`src/rtl/fpu_div_iter.sv`:
```
// Iterative radix-2 restoring divider with valid/ready handshake, signed/unsigned
// operands, remainder or modulus output and a pass-through tag. Define FPU_DIV_FAST_PATH_EN for the early-exit path.
module fpu_div_iter #(
   parameter int WIDTH    = 27,
   parameter bit REM_MODE = 1'b1,
   parameter int TAG_W    = 4
) (
   input  logic             clk,
   input  logic             rst_n,
   input  logic             in_valid,
   output logic             in_ready,
   input  logic [WIDTH-1:0] in_a,
   input  logic [WIDTH-1:0] in_b,
   input  logic             in_tc,
   input  logic [TAG_W-1:0] in_tag,
   output logic             out_valid,
   input  logic             out_ready,
   output logic [WIDTH-1:0] quotient,
   output logic [WIDTH-1:0] remainder,
   output logic             divide_by_0,
   output logic [TAG_W-1:0] out_tag
);

   localparam int CNT_W = $clog2(WIDTH + 1);
   localparam logic [WIDTH-1:0] ONE     = WIDTH'(1);
   localparam logic [CNT_W-1:0] CNT_ONE = CNT_W'(1);

   typedef enum logic [2:0] {IDLE, PREP, ITER, FIX, DONE} state_t;

   state_t             state, state_next;
   logic [WIDTH-1:0]   a_r, b_r;
   logic               tc_r;
   logic [TAG_W-1:0]   tag_r;
   logic [WIDTH-1:0]   dvd;    // dividend shifts out, quotient bits shift in
   logic [WIDTH-1:0]   dvs;
   logic [WIDTH:0]     prem;
   logic               sq, sr;
   logic [CNT_W-1:0]   cnt;

   logic               a_neg, b_neg, b_zero;
   logic [WIDTH-1:0]   mag_a, mag_b, dz_q;
   logic [WIDTH:0]     sh, diff;
   logic               ge;
   logic [WIDTH-1:0]   q_sgn, r_sgn, q_fix, r_fix;
   logic               adjust;
   logic               fast_small, fast_one;

   always_comb begin
      a_neg  = tc_r & a_r[WIDTH-1];
      b_neg  = tc_r & b_r[WIDTH-1];
      mag_a  = a_neg ? (~a_r + ONE) : a_r;
      mag_b  = b_neg ? (~b_r + ONE) : b_r;
      b_zero = (b_r == '0);

      if (!tc_r)              dz_q = '1;
      else if (a_r[WIDTH-1])  dz_q = {1'b1, {(WIDTH-1){1'b0}}};
      else                    dz_q = {1'b0, {(WIDTH-1){1'b1}}};

      sh   = {prem[WIDTH-1:0], dvd[WIDTH-1]};
      diff = sh - {1'b0, dvs};
      ge   = (sh >= {1'b0, dvs});

      // Modulus takes the divisor's sign: pull the quotient toward -inf.
      q_sgn  = sq ? (~dvd + ONE) : dvd;
      r_sgn  = sr ? (~prem[WIDTH-1:0] + ONE) : prem[WIDTH-1:0];
      adjust = !REM_MODE && tc_r && (r_sgn != '0) && (a_r[WIDTH-1] != b_r[WIDTH-1]);
      q_fix  = adjust ? (q_sgn - ONE) : q_sgn;
      r_fix  = adjust ? (r_sgn + b_r) : r_sgn;

`ifdef FPU_DIV_FAST_PATH_EN
      fast_small = (mag_a < mag_b);
      fast_one   = (mag_b == ONE);
`else
      fast_small = 1'b0;
      fast_one   = 1'b0;
`endif
   end

   always_ff @(posedge clk) begin
      if (!rst_n) state <= IDLE;
      else        state <= state_next;
   end

   // NOTE: every output of a combinational block gets a default first so no latch is inferred.
   always_comb begin
      state_next = state;
      case (state)
         IDLE: if (in_valid && in_ready) state_next = PREP;
         PREP: begin
            if (b_zero)                     state_next = DONE;
            else if (fast_small || fast_one) state_next = FIX;
            else                            state_next = ITER;
         end
         ITER: if (cnt == CNT_ONE) state_next = FIX;
         FIX:  state_next = DONE;
         DONE: if (out_ready) state_next = IDLE;
         default: state_next = IDLE;
      endcase
   end

   // NOTE: sequential state uses non-blocking assignments so every register sees pre-edge values.
   always_ff @(posedge clk) begin
      if (!rst_n) begin
         in_ready    <= 1'b0;
         out_valid   <= 1'b0;
         quotient    <= '0;
         remainder   <= '0;
         divide_by_0 <= 1'b0;
         out_tag     <= '0;
         cnt         <= '0;
         a_r         <= '0;
         b_r         <= '0;
         tc_r        <= 1'b0;
         tag_r       <= '0;
         dvd         <= '0;
         dvs         <= '0;
         prem        <= '0;
         sq          <= 1'b0;
         sr          <= 1'b0;
      end else begin
         in_ready <= (state_next == IDLE);
         case (state)
            IDLE: begin
               if (in_valid && in_ready) begin
                  a_r   <= in_a;
                  b_r   <= in_b;
                  tc_r  <= in_tc;
                  tag_r <= in_tag;
               end
            end
            PREP: begin
               sq   <= a_neg ^ b_neg;
               sr   <= a_neg;
               dvs  <= mag_b;
               dvd  <= mag_a;
               prem <= '0;
               cnt  <= CNT_W'(WIDTH);
               if (b_zero) begin
                  divide_by_0 <= 1'b1;
                  remainder   <= a_r;
                  quotient    <= dz_q;
                  out_tag     <= tag_r;
                  out_valid   <= 1'b1;
               end else if (fast_small) begin
                  dvd  <= '0;
                  prem <= {1'b0, mag_a};
               end
            end
            ITER: begin
               prem <= ge ? diff : sh;
               dvd  <= {dvd[WIDTH-2:0], ge};
               cnt  <= cnt - CNT_ONE;
            end
            FIX: begin
               quotient  <= q_fix;
               remainder <= r_fix;
               out_tag   <= tag_r;
               out_valid <= 1'b1;
            end
            DONE: begin
               if (out_ready) begin
                  out_valid   <= 1'b0;
                  divide_by_0 <= 1'b0;
               end
            end
            default: ;
         endcase
      end
   end

endmodule
```
`config.mk`:
```
export PLATFORM = sky130hd
export DESIGN_NAME = fpu_div_iter
export DESIGN_NICKNAME = d
export VERILOG_FILES = /design/src/rtl/fpu_div_iter.sv
export SDC_FILE = /design/constraint.sdc
export NUM_CORES = 1
export LEC_CHECK = 0
export BUFFER_PORTS_ARGS = -buffer_cell sky130_fd_sc_hd__buf_2
export CAP_MARGIN = 20
export CORE_UTILIZATION = 43
export CTS_CLUSTER_SIZE = 28
export DETAILED_ROUTE_END_ITERATION = 7
export SLEW_MARGIN = 40
export SYNTH_ARGS = -nofsm -noshare
export SYNTH_HDL_FRONTEND = slang
export SYNTH_SLANG_ARGS = --single-unit
export TNS_END_PERCENT = 30
```
`constraint.sdc`:
```
create_clock -name clk -period 5.7 [get_ports clk]
set_input_delay 1.14 -clock clk [delete_from_list [all_inputs] [get_ports clk]]
set_output_delay 1.14 -clock clk [all_outputs]
set_load 0.01 [all_outputs]
```
=== Word level (Yosys, flattened, before mapping) ===
Index checks and enable logic that the tools add are counted.

* Reductions and logical operators: 12
* Bitwise operators: 7
* Shift-type cells: 0
* Div/mod/pow operators: 0
* Add/subtract/negate cells: 6
* Equality and inequality tests: 7
* Muxes and demuxes: 25
* Magnitude comparators: 1
* Multiply operators: 0

{| class="wikitable"
|+ Operators with widths
! cell !! number
|-
| two-way mux 27 bit || 9
|-
| one-hot mux 27 bit (2 select lines) || 4
|-
| adder 27 x 1 -> 27 bit (second input constant) || 4
|-
| NOT 27 bit || 4
|-
| greater-or-equal comparator 28 x 27 -> 1 bit || 1
|-
| logical NOT 27 bit || 1
|-
| subtractor 27 bit || 1
|-
| one-hot mux 3 bit (5 select lines) || 1
|-
| two-way mux 3 bit || 4
|-
| one-hot mux 5 bit (2 select lines) || 1
|-
| one-hot mux 4 bit (2 select lines) || 1
|-
| equality test 3 x 2 -> 1 bit (second input constant) || 2
|-
| logical NOT 3 bit || 2
|-
| AND reduction 3 bit || 2
|-
| nonzero test 2 bit || 3
|-
| equality test 5 x 1 -> 1 bit (second input constant) || 1
|-
| subtractor 5 x 1 -> 5 bit (second input constant) || 1
|-
| two-way mux 4 bit || 1
|-
| inequality test 2 bit (second input constant) || 2
|-
| AND reduction 2 bit || 2
|-
| equality test 3 x 1 -> 1 bit (second input constant) || 1
|-
| equality test 3 bit (second input constant) || 1
|-
| one-hot mux 1 bit (3 select lines) || 1
|-
| nonzero test 3 bit || 1
|-
| 5 further kinds || 7
|}

* Bits in writable memories: 0
* Output and inout bits: 61
* Word-level logic and storage cells: 75
* Input bits: 63
* Register bits after elaboration: 211
* Bits in latches: 0
* Memories: 0
* ROM bits: 0

=== Depth between registers and ports, before layout ===
Gate-level depths: netlist (run 1).

* Word-level depth: 4
* Gate-level depth with buffers: 13
* Depth with buffers taken out: 11

=== Least setup slack after synthesis (run 1) ===
Ideal clock, no wire load.

* Path kind: register -> register
* Start: register dvs[7]
* End: register prem[24]
* Cell stages (with the launch flop): 13
* Arrival: 2552 ps
* Period minus slack after synthesis: 2681 ps
* Library setup time: 129 ps
* Required time: 5571 ps
* Setup slack: 3019 ps
* Path through: dfxtp_1 inv_1 ha_1 a21oi_1 o21bai_1 a2111oi_0 o21ai_1 o21a_1 o2111a_1 buf_2 buf_2 o211ai_1 o211ai_1

* Longest elaborated chain between the ends: 3
* Elaborated cells between the ends (all ways): 4
* Those cells by class: add/sub: 1; order compare: 1; mux: 2

{| class="wikitable"
|+ Ends and longest elaborated chain
! element !! RTL line !! text
|-
| from (decl) || 35 || <nowiki>logic [WIDTH-1:0] dvs;</nowiki>
|-
| from (signal assigned) || 134 || <nowiki>dvs <= mag_b;</nowiki>
|-
| subtractor 27 bit / greater-or-equal comparator 28 x 27 -> 1 bit (equally long branches) || 60, 61 ||
|-
| two-way mux 27 bit * || 150 || <nowiki>prem <= ge ? diff : sh;</nowiki>
|-
| one-hot mux 27 bit (2 select lines) * || 122 || <nowiki>case (state)</nowiki>
|-
| to (signal assigned) || 146 || <nowiki>prem <= {1'b0, mag_a};</nowiki>
|-
| to (signal assigned) || 150 ||
|-
| to (decl) || 36 || <nowiki>logic [WIDTH:0] prem;</nowiki>
|}

Every way passes the cells marked *; elsewhere a longest branch is shown, timed or not.
A chain may end at the register's enable or synchronous reset.

=== Final worst setup path (run 1) ===
* Start: register b_r[0]
* End: register remainder[9]

* Longest elaborated chain between the ends: 3

{| class="wikitable"
|+ Ends and longest elaborated chain
! element !! RTL line !! text
|-
| from (decl) || 31 || <nowiki>logic [WIDTH-1:0] a_r, b_r;</nowiki>
|-
| from (signal assigned) || 126 || <nowiki>b_r <= in_b;</nowiki>
|-
| logical NOT 27 bit || 53 || <nowiki>b_zero = (b_r == '0);</nowiki>
|-
| inequality test 2 bit (no source line) || n/a ||
|-
| AND reduction 2 bit (no source line) || n/a ||
|-
| to (signal assigned) || 140 || <nowiki>remainder <= a_r;</nowiki>
|-
| to (signal assigned) || 156 || <nowiki>remainder <= r_fix;</nowiki>
|-
| to (decl) || 19 || <nowiki>output logic [WIDTH-1:0] remainder,</nowiki>
|}

No other way between the ends.

==> qor.csv, run 1 <==
stage,metric,value,unit
outcome,status,"finished, final reports clean",
power_and_ir_drop,Clk pwr share,31.2,%
final_layout,post-layout util,49.6,%
yosys,Avg Inst Size Synth,7.73,µm²
sta,fin crit share,60.8,%
sta,Worst-Margin Slew,793,ps
power_and_ir_drop,combinational fraction of design power,34.0,%
power_and_ir_drop,sequential share of power,34.7,%
setup_path,Crit path arrival time,3920,ps
setup_path,Critical path buffers and inverters,1,
setup_path,"Critical Path, Cell by Cell",inv_1 > ha_1 > nor3b_1 > nand4bb_4 > nand4bb_4 > nor4_4 > nand2_2 > nand2_2 > o22ai_1 > a211oi_2,
final_layout,most frequent cells in the layout,"nand2_1 (296), dfxtp_1 (209), a21oi_1 (173), buf_2 (123), nor2_1 (103)",
detailed_routing,routed length per instance,17.9,µm
clocking,hold_buf cts,0,
yosys,post-synthesis instance area,11800,µm²
detailed_routing,TritonRoute pass-1 iters,5,
clocking,clock root buffer,clkbuf_16,
min_path,hold path depth,2,
yosys,Seq cells post-synth,211,
min_path,worst hold path type,register to register,
yosys,post-synth top area share,35.9,%
floorplanning,die width,167,µm
setup_path,WS Path Type,register to register,
setup_path,family with the most delay on the worst path,simple AND/OR/NAND/NOR gates,
sta,Slew Limit Fails,0,
final_layout,"most common cell after layout, fill and taps aside",nand2_1,
setup_path,"reg-to-reg slack, setup",2240,ps
floorplanning,Die Area,28000,µm²
floorplanning,Core Rows,60,
detailed_routing,initial DRC count,935,
setup_path,R2R depth,10,
floorplanning,Initial Utilization,43.8,%
sta,RSZ-0062 raised after global routing,no,
setup_path,Crit Path Max Fanout,27,
clocking,clock tree buffer depth,3,
sta,Rel. slew slack,47.0,%
sta,Clock Skews,32.4,ps
clocking,H-tree depth,1,
sta,Final Hold Vio Count,0,
floorplanning,Die Y,167,µm
final_layout,share of cells above drive strength 1,13.0,%
power_and_ir_drop,pwr dens,362,nW/µm²
detailed_routing,routed vias/inst,5.70,
power_and_ir_drop,P_int,3.05,mW
placed_design,Placer Congestion,0.890,
final_layout,number of antenna diodes,0,
detailed_routing,DRT Wirelength,34700,µm
setup_path,Worst R2R End,remainder[9],
detailed_routing,DRC errors left,0,
yosys,Post-synth top flop,dfxtp_1,
power_and_ir_drop,Static Leak,5.16,nW
power_and_ir_drop,Peak VDD IR,240,µV
floorplanning,Core ar.,26900,µm²
clocking,"Clk Latency, worst-skew pair",540,ps
detailed_routing,final antenna-violating net count,0,
global_route,vias in the first global route,9940,
clocking,TritonCTS clock tree,yes,
setup_path,CP required,6160,ps
min_path,min-delay src,dvs[15],
setup_path,CP endpoint kind,register,
setup_path,reg2reg start,b_r[0],
placed_design,"worst slack, placed",2240,ps
sta,Max Fclk,0.289,GHz
sta,final setup fails,0,
global_route,pin count of the biggest net entering global routing,84,
clocking,total CTS buffers,24,
min_path,Hold Path End,dvs[15],
clocking,Post-CTS Setup Bufs,0,
setup_path,Critical-path top delay cell,nand2_2,
global_route,Global Route Usage Sum,24.4,%
yosys,Syn Inst Count,1522,
setup_path,CP Launch Point,b_r[0],
power_and_ir_drop,Sw Share,36.7,%
final_layout,area grow syn2layout,13.2,%
setup_path,CP Launch Type,register,
yosys,count of different cell masters after synthesis,71,
final_layout,NumNets Final,1680,
setup_path,delay of the slowest cell on the worst path,620,ps
sta,minimum clock period,3460,ps
global_route,global-route wire length before repair,55200,µm
job,Max Cap Viol,0,
yosys,"Seq/Total Area, Yosys",35.9,%
yosys,syn_nets,1619,
clocking,Clock transition at path regs,60,ps
global_route,gr ovfl total,0,
clocking,PostCTS Resize Cnt,0,
clocking,CTS Sinks,211,
yosys,Synth area leader,dfxtp_1,
yosys,yosys warns,0,
sta,setup_tns,0,ps
power_and_ir_drop,Switching Power,1.77,mW
detailed_routing,via count,11000,
yosys,share of synthesized flip-flops with an asynchronous set or reset,0,%
final_layout,Fillers,2696,
placed_design,Post-DP HPWL,25300,µm
placed_design,Buffers on Ports,123,
yosys,number of synthesized flops with an enable pin,0,
yosys,synth top area cells,"dfxtp_1 (36%), nand2_1 (9.4%), a21oi_1 (7.4%), xnor2_1 (5.1%), xor2_1 (3.6%)",
global_route,initial antenna violation count,0,
sta,final worst slack,2240,ps
floorplanning,number of I/O pins,124,
[worst max-delay path by stage]
stage | slack [ps] | endpoint | cells past startpoint
after floorplan | 3020 | prem[24] | 12
after global placement | 2050 | prem[0] | 11
after detailed placement | 2240 | remainder[5] | 10
after CTS | 2240 | remainder[9] | 10
after global routing | 1920 | remainder[5] | 10
final | 2240 | remainder[9] | 10
[layer usage]
| layer | GRT usage [%] | wire [µm] | vias to the layer above |
|---|---|---|---|
| met5 | 0 | 0 | - |
| met4 | 5.31 | 556 | 0 |
| met3 | 2.67 | 2140 | 43 |
| met2 | 34.9 | 14200 | 341 |
| met1 | 38.5 | 17800 | 5132 |
| li1 | - | - | 5526 |
[Yosys cell counts, drive strengths merged, types with 20 or more instances]
master    n
a211oi   27
a21oi   173
a22oi    26
clkbuf   84
dfxtp   211
ha       33
inv      54
nand2   298
nand3    21
nor2    108
nor3     34
o211ai   43
o21ai    54
o31ai    20
xnor2    68
xor2     49
[per-stage QoR]
stage / power (mW) / hold slack (ps) / cell area (µm²) / instances
2_1_floorplan: 2.91 / 432 / 11800 / 1522
3_3_place_gp: 3.32 / 443 / 12500 / 1898
3_5_place_dp: 3.32 / 447 / 12500 / 1898
4_1_cts: 4.83 / 453 / 13300 / 1937
5_1_grt: 5.09 / 468 / 13300 / 1937
6_report: 4.82 / 453 / 13300 / 1937
[cell type report]
class,instances,area (µm²),area share [%]
well taps,341,427,3.20
clock inverters,5,61.3,0.460
clock buffers,34,698,5.24
multi-input cells,1159,7000,52.6
repair buffers,133,694,5.21
inverters,54,208,1.56
flip-flops and latches,211,4230,31.7
[flip-flops by register name (all words and copies together), names as in the netlist, 3 cells and up]
name       cells
a_r           27
b_r           27
cnt            5
dvd           27
dvs           27
out_tag        4
prem          27
quotient      27
remainder     27
state          3
tag_r          4
[logic make-up (layout without fill, tap and decap cells)]
logic type | Yosys count | after routing | synth area share [%]
buffers and inverters | 152 | 226 | 5.02
adder cells (fa/ha/maj) | 34 | 34 | 3.68
XOR/XNOR | 117 | 117 | 8.71
multiplexers | 5 | 5 | 0.425
AO/OA/AOI/OAI | 453 | 453 | 25.0
AND/OR/NAND/NOR | 550 | 550 | 21.3
flip-flops | 211 | 211 | 35.9
[worst register-to-register path, cell delays in order, from the launching register on]
cell and delay (ps):
dfxtp_1 350, inv_1 70, ha_1 150, nor3b_1 550, nand4bb_4 220, nand4bb_4 320
nor4_4 290, nand2_2 400, nand2_2 630, o22ai_1 210, a211oi_2 220
[power groups by stage]
stage               Sequential [mW]  Clock, mW  Combinational, mW
floorplan                      1.66          0               1.25
global placement               1.70          0               1.62
detailed placement             1.70          0               1.62
CTS                            1.67       1.53               1.63
global route                   1.68       1.59               1.81
finish                         1.67       1.50               1.64
Power figures use the tool's default switching activity.
==> run 2, diff against run 1 <==
==> constraint.sdc (replaced) <==
create_clock -name clk -period 2.9 [get_ports clk]
set_input_delay 0.58 -clock clk [delete_from_list [all_inputs] [get_ports clk]]
set_output_delay 0.58 -clock clk [all_outputs]
set_load 0.01 [all_outputs]
==> run 2 against run 1 <==
Against the previous run:
- fmax rose by 25%
- final area rose by 4.5%
- setup slack got worse by 2100 ps
- first-iteration DRC count fell by 15%
- sequential share of layout area fell by 1.4 points
- count of clock-buffer cells in the layout fell by 2
- highest routed layer unchanged
==> qor.csv, run 2 (same netlist as run 1, synthesis figures left out) <==
stage,metric,value,unit,change
clocking,Clock transition at path regs,60,ps,about the same
placed_design,Post-DP HPWL,26600,µm,+5.3%
clocking,clock tree buffer depth,3,,unchanged
detailed_routing,DRC errors left,0,,unchanged
detailed_routing,initial DRC count,792,,-15%
sta,Clock Skews,6.93,ps,-25.5 ps
detailed_routing,routed length per instance,18.2,µm,+1.8%
sta,Max Fclk,0.360,GHz,+25%
floorplanning,number of I/O pins,124,,unchanged
global_route,initial antenna violation count,0,,unchanged
power_and_ir_drop,Peak VDD IR,637,µV,+170%
sta,Worst-Margin Slew,795,ps,+2.21 ps
global_route,pin count of the biggest net entering global routing,69,,-18%
sta,final setup fails,0,,unchanged
setup_path,WS Path Type,register to register,,
clocking,CTS Sinks,211,,unchanged
sta,Final Hold Vio Count,0,,unchanged
global_route,Global Route Usage Sum,25.6,%,+1.2 points
detailed_routing,routed vias/inst,5.66,,-0.67%
setup_path,"reg-to-reg slack, setup",120,ps,-2110 ps
setup_path,Crit path arrival time,3190,ps,-730 ps
floorplanning,Initial Utilization,43.8,%,unchanged
detailed_routing,DRT Wirelength,36400,µm,+5.1%
global_route,global-route wire length before repair,57900,µm,+4.8%
global_route,gr ovfl total,0,,unchanged
clocking,Post-CTS Setup Bufs,0,,unchanged
min_path,worst hold path type,input pin to register,,
clocking,TritonCTS clock tree,yes,,
job,Max Cap Viol,0,,unchanged
sta,minimum clock period,2780,ps,-687 ps
floorplanning,Core ar.,26900,µm²,unchanged
setup_path,CP endpoint kind,register,,
sta,setup_tns,0,ps,unchanged
clocking,H-tree depth,1,,unchanged
setup_path,CP Launch Type,register,,
clocking,"Clk Latency, worst-skew pair",530,ps,about the same
power_and_ir_drop,P_int,6.54,mW,+110%
final_layout,Fillers,2710,,+0.52%
outcome,status,"finished, final reports clean",,
floorplanning,Die Area,28000,µm²,unchanged
final_layout,share of cells above drive strength 1,16.8,%,+3.7 points
power_and_ir_drop,pwr dens,732,nW/µm²,+100%
detailed_routing,TritonRoute pass-1 iters,5,,unchanged
floorplanning,Die Y,167,µm,unchanged
sta,WHS,290,ps,-163 ps
clocking,total CTS buffers,24,,unchanged
placed_design,Placer Congestion,0.931,,+4.6%
final_layout,post-layout util,51.8,%,+2.3 points
final_layout,most frequent cells in the layout,"nand2_1 (296), dfxtp_1 (210), a21oi_1 (170), buf_2 (123), nor2_1 (102)",,
power_and_ir_drop,Sw Share,35.8,%,-0.92 points
sta,RSZ-0062 raised after global routing,yes,,
power_and_ir_drop,combinational fraction of design power,35.9,%,+1.9 points
final_layout,area grow syn2layout,18.3,%,
sta,fin crit share,95.8,%,+35 points
power_and_ir_drop,Static Leak,5.53,nW,+7.2%
floorplanning,Core Rows,60,,unchanged
final_layout,NumNets Final,1738,,+3.5%
power_and_ir_drop,sequential share of power,31.8,%,-2.9 points
floorplanning,die width,167,µm,unchanged
global_route,vias in the first global route,10400,,+4.4%
detailed_routing,via count,11300,,+2.6%
sta,Rel. slew slack,47.0,%,about the same
placed_design,Buffers on Ports,123,,unchanged
clocking,clock root buffer,clkbuf_16,,
setup_path,Crit Path Max Fanout,4,,-85%
sta,Slew Limit Fails,0,,unchanged
setup_path,CP required,3310,ps,-2850 ps
detailed_routing,final antenna-violating net count,0,,unchanged
power_and_ir_drop,Switching Power,3.65,mW,+110%
power_and_ir_drop,Clk pwr share,32.3,%,+1.1 points
final_layout,"most common cell after layout, fill and taps aside",nand2_1,,
[run 2: cell count changes in the layout (fill, tap and decap cells not counted), moves of 2 or more]
cell,delta
clkbuf_8,-2
ha_1,-3
a21oi_2,+3
a21oi_1,-3
nor2_2,+2
buf_4,+55
buf_12,+4
ha_2,+2
bufinv_16,+3
clkinv_2,+3
[run 2: path summary, 6_finish.rpt]
kind | depth (start not counted) | start | end
max | 11 | dvs[1] | prem[19]
min | 3 | in_a[21] | a_r[21]
max reg2reg | 11 | dvs[1] | prem[19]
min reg2reg | 2 | dvs[15] | dvs[15]
[run 2: stage by stage]
stage | setup WS [ps] | power, mW | instances | cell area (µm²)
3_5_place_dp | 17.2 | 6.85 | 1956 | 13000
6_report | 122 | 10.2 | 2000 | 13900
3_3_place_gp | 22.7 | 6.85 | 1956 | 13000
4_1_cts | 22.2 | 10.2 | 1999 | 13900
5_1_grt | -4.94 | 10.7 | 1999 | 13900
2_1_floorplan | 219 | 5.71 | 1522 | 11800
[run 2: layer usage]
| layer | vias up | share of wire [%] | global-route usage, % |
|---|---|---|---|
| met5 | - | 0 | 0 |
| met2 | 368 | 41 | 36.9 |
| met4 | 0 | 1.4 | 5.03 |
| met1 | 5282 | 51 | 40.2 |
| met3 | 33 | 6.5 | 3.03 |
| li1 | 5642 | - | - |
[run 2: final cells by class]
type                       instances  area [µm²]  area share [%]
sequential                       211        4230            30.3
clock buffer                      32         692            4.97
timing repair buffer             191        1180            8.45
tap                              341         427            3.06
multi-input combinational       1159        7040            50.5
inverter                          54         205            1.47
antenna                            1        2.50          0.0180
clock inverter                    11         159            1.14
[run 2: power by group through the flow]
stage / clock (mW) / sequential (mW) / combinational (mW)
after floorplan: 0 / 3.26 / 2.45
after global placement: 0 / 3.30 / 3.55
after detailed placement: 0 / 3.30 / 3.55
after CTS: 3.35 / 3.24 / 3.57
after global routing: 3.46 / 3.26 / 3.98
final: 3.29 / 3.24 / 3.66
[run 2: critical path, stage by stage (launching register included)]
cell	delay [ps]
dfxtp_1	450
inv_1	80
ha_1	310
nor2b_1	160
o2111ai_2	250
a21oi_1	170
or2_2	290
o41ai_1	310
buf_4	210
o21ai_0	120
xnor2_1	220
o21bai_1	80
[run 2: what timing repair did]
action	in CTS	in global routing
resized for setup	1	14
endpoints found under the setup margin	2	22
pin swaps	0	4
hold buffers	0	0
==> run 3, diff against run 2 <==
--- a/config.mk
+++ b/config.mk
@@ -7,6 +7,7 @@
 export LEC_CHECK = 0
 export BUFFER_PORTS_ARGS = -buffer_cell sky130_fd_sc_hd__buf_2
 export CAP_MARGIN = 20
+export CORE_ASPECT_RATIO = 1.5
 export CORE_UTILIZATION = 43
 export CTS_CLUSTER_SIZE = 28
 export DETAILED_ROUTE_END_ITERATION = 7
==> run 3 against run 2 <==
Against the previous run:
- non-clock buffer count increased by 22
- final area increased by 0.68%
- flip-flop and latch count unchanged
- sequential power about the same
- sequential share of layout area decreased by 0.21 points
- via count increased by 0.90%
- register-to-register slack improved by 20 ps
- largest power group unchanged
==> qor.csv, run 3 (same netlist as run 1, synthesis figures left out) <==
stage,metric,value,unit,change
sta,Clock Skews,9.67,ps,+2.74 ps
clocking,H-tree depth,1,,unchanged
detailed_routing,DRC errors left,0,,unchanged
clocking,hold_buf cts,0,,unchanged
job,Max Cap Viol,0,,unchanged
sta,Final Hold Vio Count,0,,unchanged
floorplanning,Die Y,205,µm,+22%
global_route,vias in the first global route,11100,,+6.5%
clocking,TritonCTS clock tree,yes,,
floorplanning,die width,137,µm,-18%
global_route,initial antenna violation count,0,,unchanged
power_and_ir_drop,Sw Share,36.5,%,+0.66 points
global_route,pin count of the biggest net entering global routing,78,,+13%
clocking,"Clk Latency, worst-skew pair",540,ps,about the same
final_layout,NumNets Final,1760,,+1.3%
global_route,global-route wire length before repair,59300,µm,+2.5%
power_and_ir_drop,Clk pwr share,29.4,%,-2.9 points
clocking,total CTS buffers,23,,-4.2%
power_and_ir_drop,sequential share of power,31.8,%,about the same
floorplanning,Initial Utilization,44.1,%,+0.34 points
setup_path,CP Launch Type,register,,
detailed_routing,routed length per instance,18.9,µm,+3.7%
setup_path,Crit path arrival time,3190,ps,about the same
global_route,gr ovfl total,0,,unchanged
sta,final worst slack,145,ps,+22.6 ps
final_layout,post-layout util,52.6,%,+0.76 points
floorplanning,Core ar.,26700,µm²,-0.76%
power_and_ir_drop,P_int,6.48,mW,-1.0%
sta,Slew Limit Fails,0,,unchanged
placed_design,"worst slack, placed",16.4,ps,-0.749 ps
detailed_routing,final antenna-violating net count,0,,unchanged
final_layout,share of cells above drive strength 1,18.0,%,+1.2 points
sta,RSZ-0062 raised after global routing,no,,
setup_path,Crit Path Max Fanout,5,,+1
floorplanning,number of I/O pins,124,,unchanged
clocking,clock root buffer,clkbuf_16,,
sta,minimum clock period,2760,ps,-22.6 ps
detailed_routing,TritonRoute pass-1 iters,5,,unchanged
placed_design,Post-DP HPWL,28400,µm,+6.6%
setup_path,CP required,3330,ps,+20 ps
floorplanning,Core Rows,73,,+22%
final_layout,Fillers,2610,,-3.7%
clocking,CTS Sinks,211,,unchanged
placed_design,Buffers on Ports,123,,unchanged
final_layout,"most common cell after layout, fill and taps aside",nand2_1,,
setup_path,"reg-to-reg slack, setup",140,ps,+20 ps
sta,setup_tns,0,ps,unchanged
clocking,clock tree buffer depth,3,,unchanged
floorplanning,Die Area,28000,µm²,about the same
detailed_routing,via count,11400,,+0.90%
placed_design,Placer Congestion,0.890,,-4.4%
detailed_routing,routed vias/inst,5.67,,+0.15%
sta,Worst-Margin Slew,622,ps,-173 ps
power_and_ir_drop,Switching Power,3.71,mW,+1.8%
outcome,status,"finished, final reports clean",,
setup_path,CP endpoint kind,register,,
sta,Max Fclk,0.363,GHz,+0.82%
setup_path,"Critical Path, Cell by Cell",inv_1 > ha_1 > fa_2 > nor2b_1 > o31a_1 > o31ai_1 > o21ai_1 > o21a_1 > o2111a_2 > or3_1 > a32o_1,,
sta,Rel. slew slack,58.6,%,+12 points
setup_path,WS Path Type,register to register,,
final_layout,area grow syn2layout,19.1,%,
power_and_ir_drop,Peak VDD IR,510,µV,-20%
sta,fin crit share,95.0,%,-0.78 points
final_layout,number of antenna diodes,0,,-1
setup_path,Critical-path top delay cell,or3_1,,
setup_path,Critical path buffers and inverters,1,,-1
sta,final setup fails,0,,unchanged
power_and_ir_drop,Static Leak,5.58,nW,+0.99%
clocking,Clock transition at path regs,60,ps,about the same
global_route,Global Route Usage Sum,27.2,%,+1.6 points
power_and_ir_drop,combinational fraction of design power,38.8,%,+2.9 points
power_and_ir_drop,Tot Pwr,10.2,mW,about the same
detailed_routing,initial DRC count,548,,-31%
min_path,worst hold path type,input pin to register,,
final_layout,most frequent cells in the layout,"nand2_1 (294), dfxtp_1 (210), a21oi_1 (168), buf_2 (123), nor2_1 (103)",,
setup_path,delay of the slowest cell on the worst path,350,ps,-100 ps
setup_path,family with the most delay on the worst path,compound AO/OA/AOI/OAI gates,,
detailed_routing,DRT Wirelength,38000,µm,+4.5%
power_and_ir_drop,pwr dens,727,nW/µm²,-0.69%
-- run 3: routing by layer --
metal,global-route usage (%),share of wire (%)
met4,13.3,4.4
met1,31.1,40
met5,0,0
met3,2.72,3.2
met2,49.5,52
-- run 3: path summary, 6_finish.rpt --
path,to,from,cells past startpoint
hold / removal,a_r[17],in_a[17],3
hold reg to reg,dvs[23],dvs[23],2
setup reg to reg,prem[10],dvd[26],11
setup / recovery,prem[10],dvd[26],11
-- run 3: per-stage QoR --
stage | hold slack [ps] | cell area (µm²) | std cells
6_report | 280 | 14000 | 2015
5_1_grt | 279 | 14000 | 2015
4_1_cts | 264 | 13900 | 2011
3_5_place_dp | 449 | 13200 | 1971
3_3_place_gp | 440 | 13200 | 1971
2_1_floorplan | 432 | 11800 | 1522
-- run 3: power by group through the flow --
stage               clock, mW  sequential [mW]  combinational, mW
CTS                      3.05             3.23               3.75
global route             3.16             3.26               4.33
detailed placement          0             3.30               3.72
global placement            0             3.29               3.72
floorplan                   0             3.26               2.45
finish                   3.00             3.24               3.95
-- run 3: tightest hold or removal path, cell delays in order --
cell and delay (ps):
buf_2 100, nand2_1 40, a21oi_1 50
-- run 3: timing repair --
| item | CTS | global route |
|---|---|---|
| pin swaps | 0 | 6 |
| endpoints found under the setup margin | 9 | 19 |
| setup buffers | 0 | 3 |
| gates cloned | 0 | 1 |
| resized for setup | 1 | 18 |
-- run 3: cell type report --
cell class                 instances  area, µm²  area share (%)
clock buffer                      33        693            4.94
clock inverter                     7       67.6           0.482
inverter                          54        205            1.46
multi-input combinational       1160       7050            50.3
sequential                       211       4230            30.1
tap                              337        422            3.01
timing repair buffer             213       1350            9.65
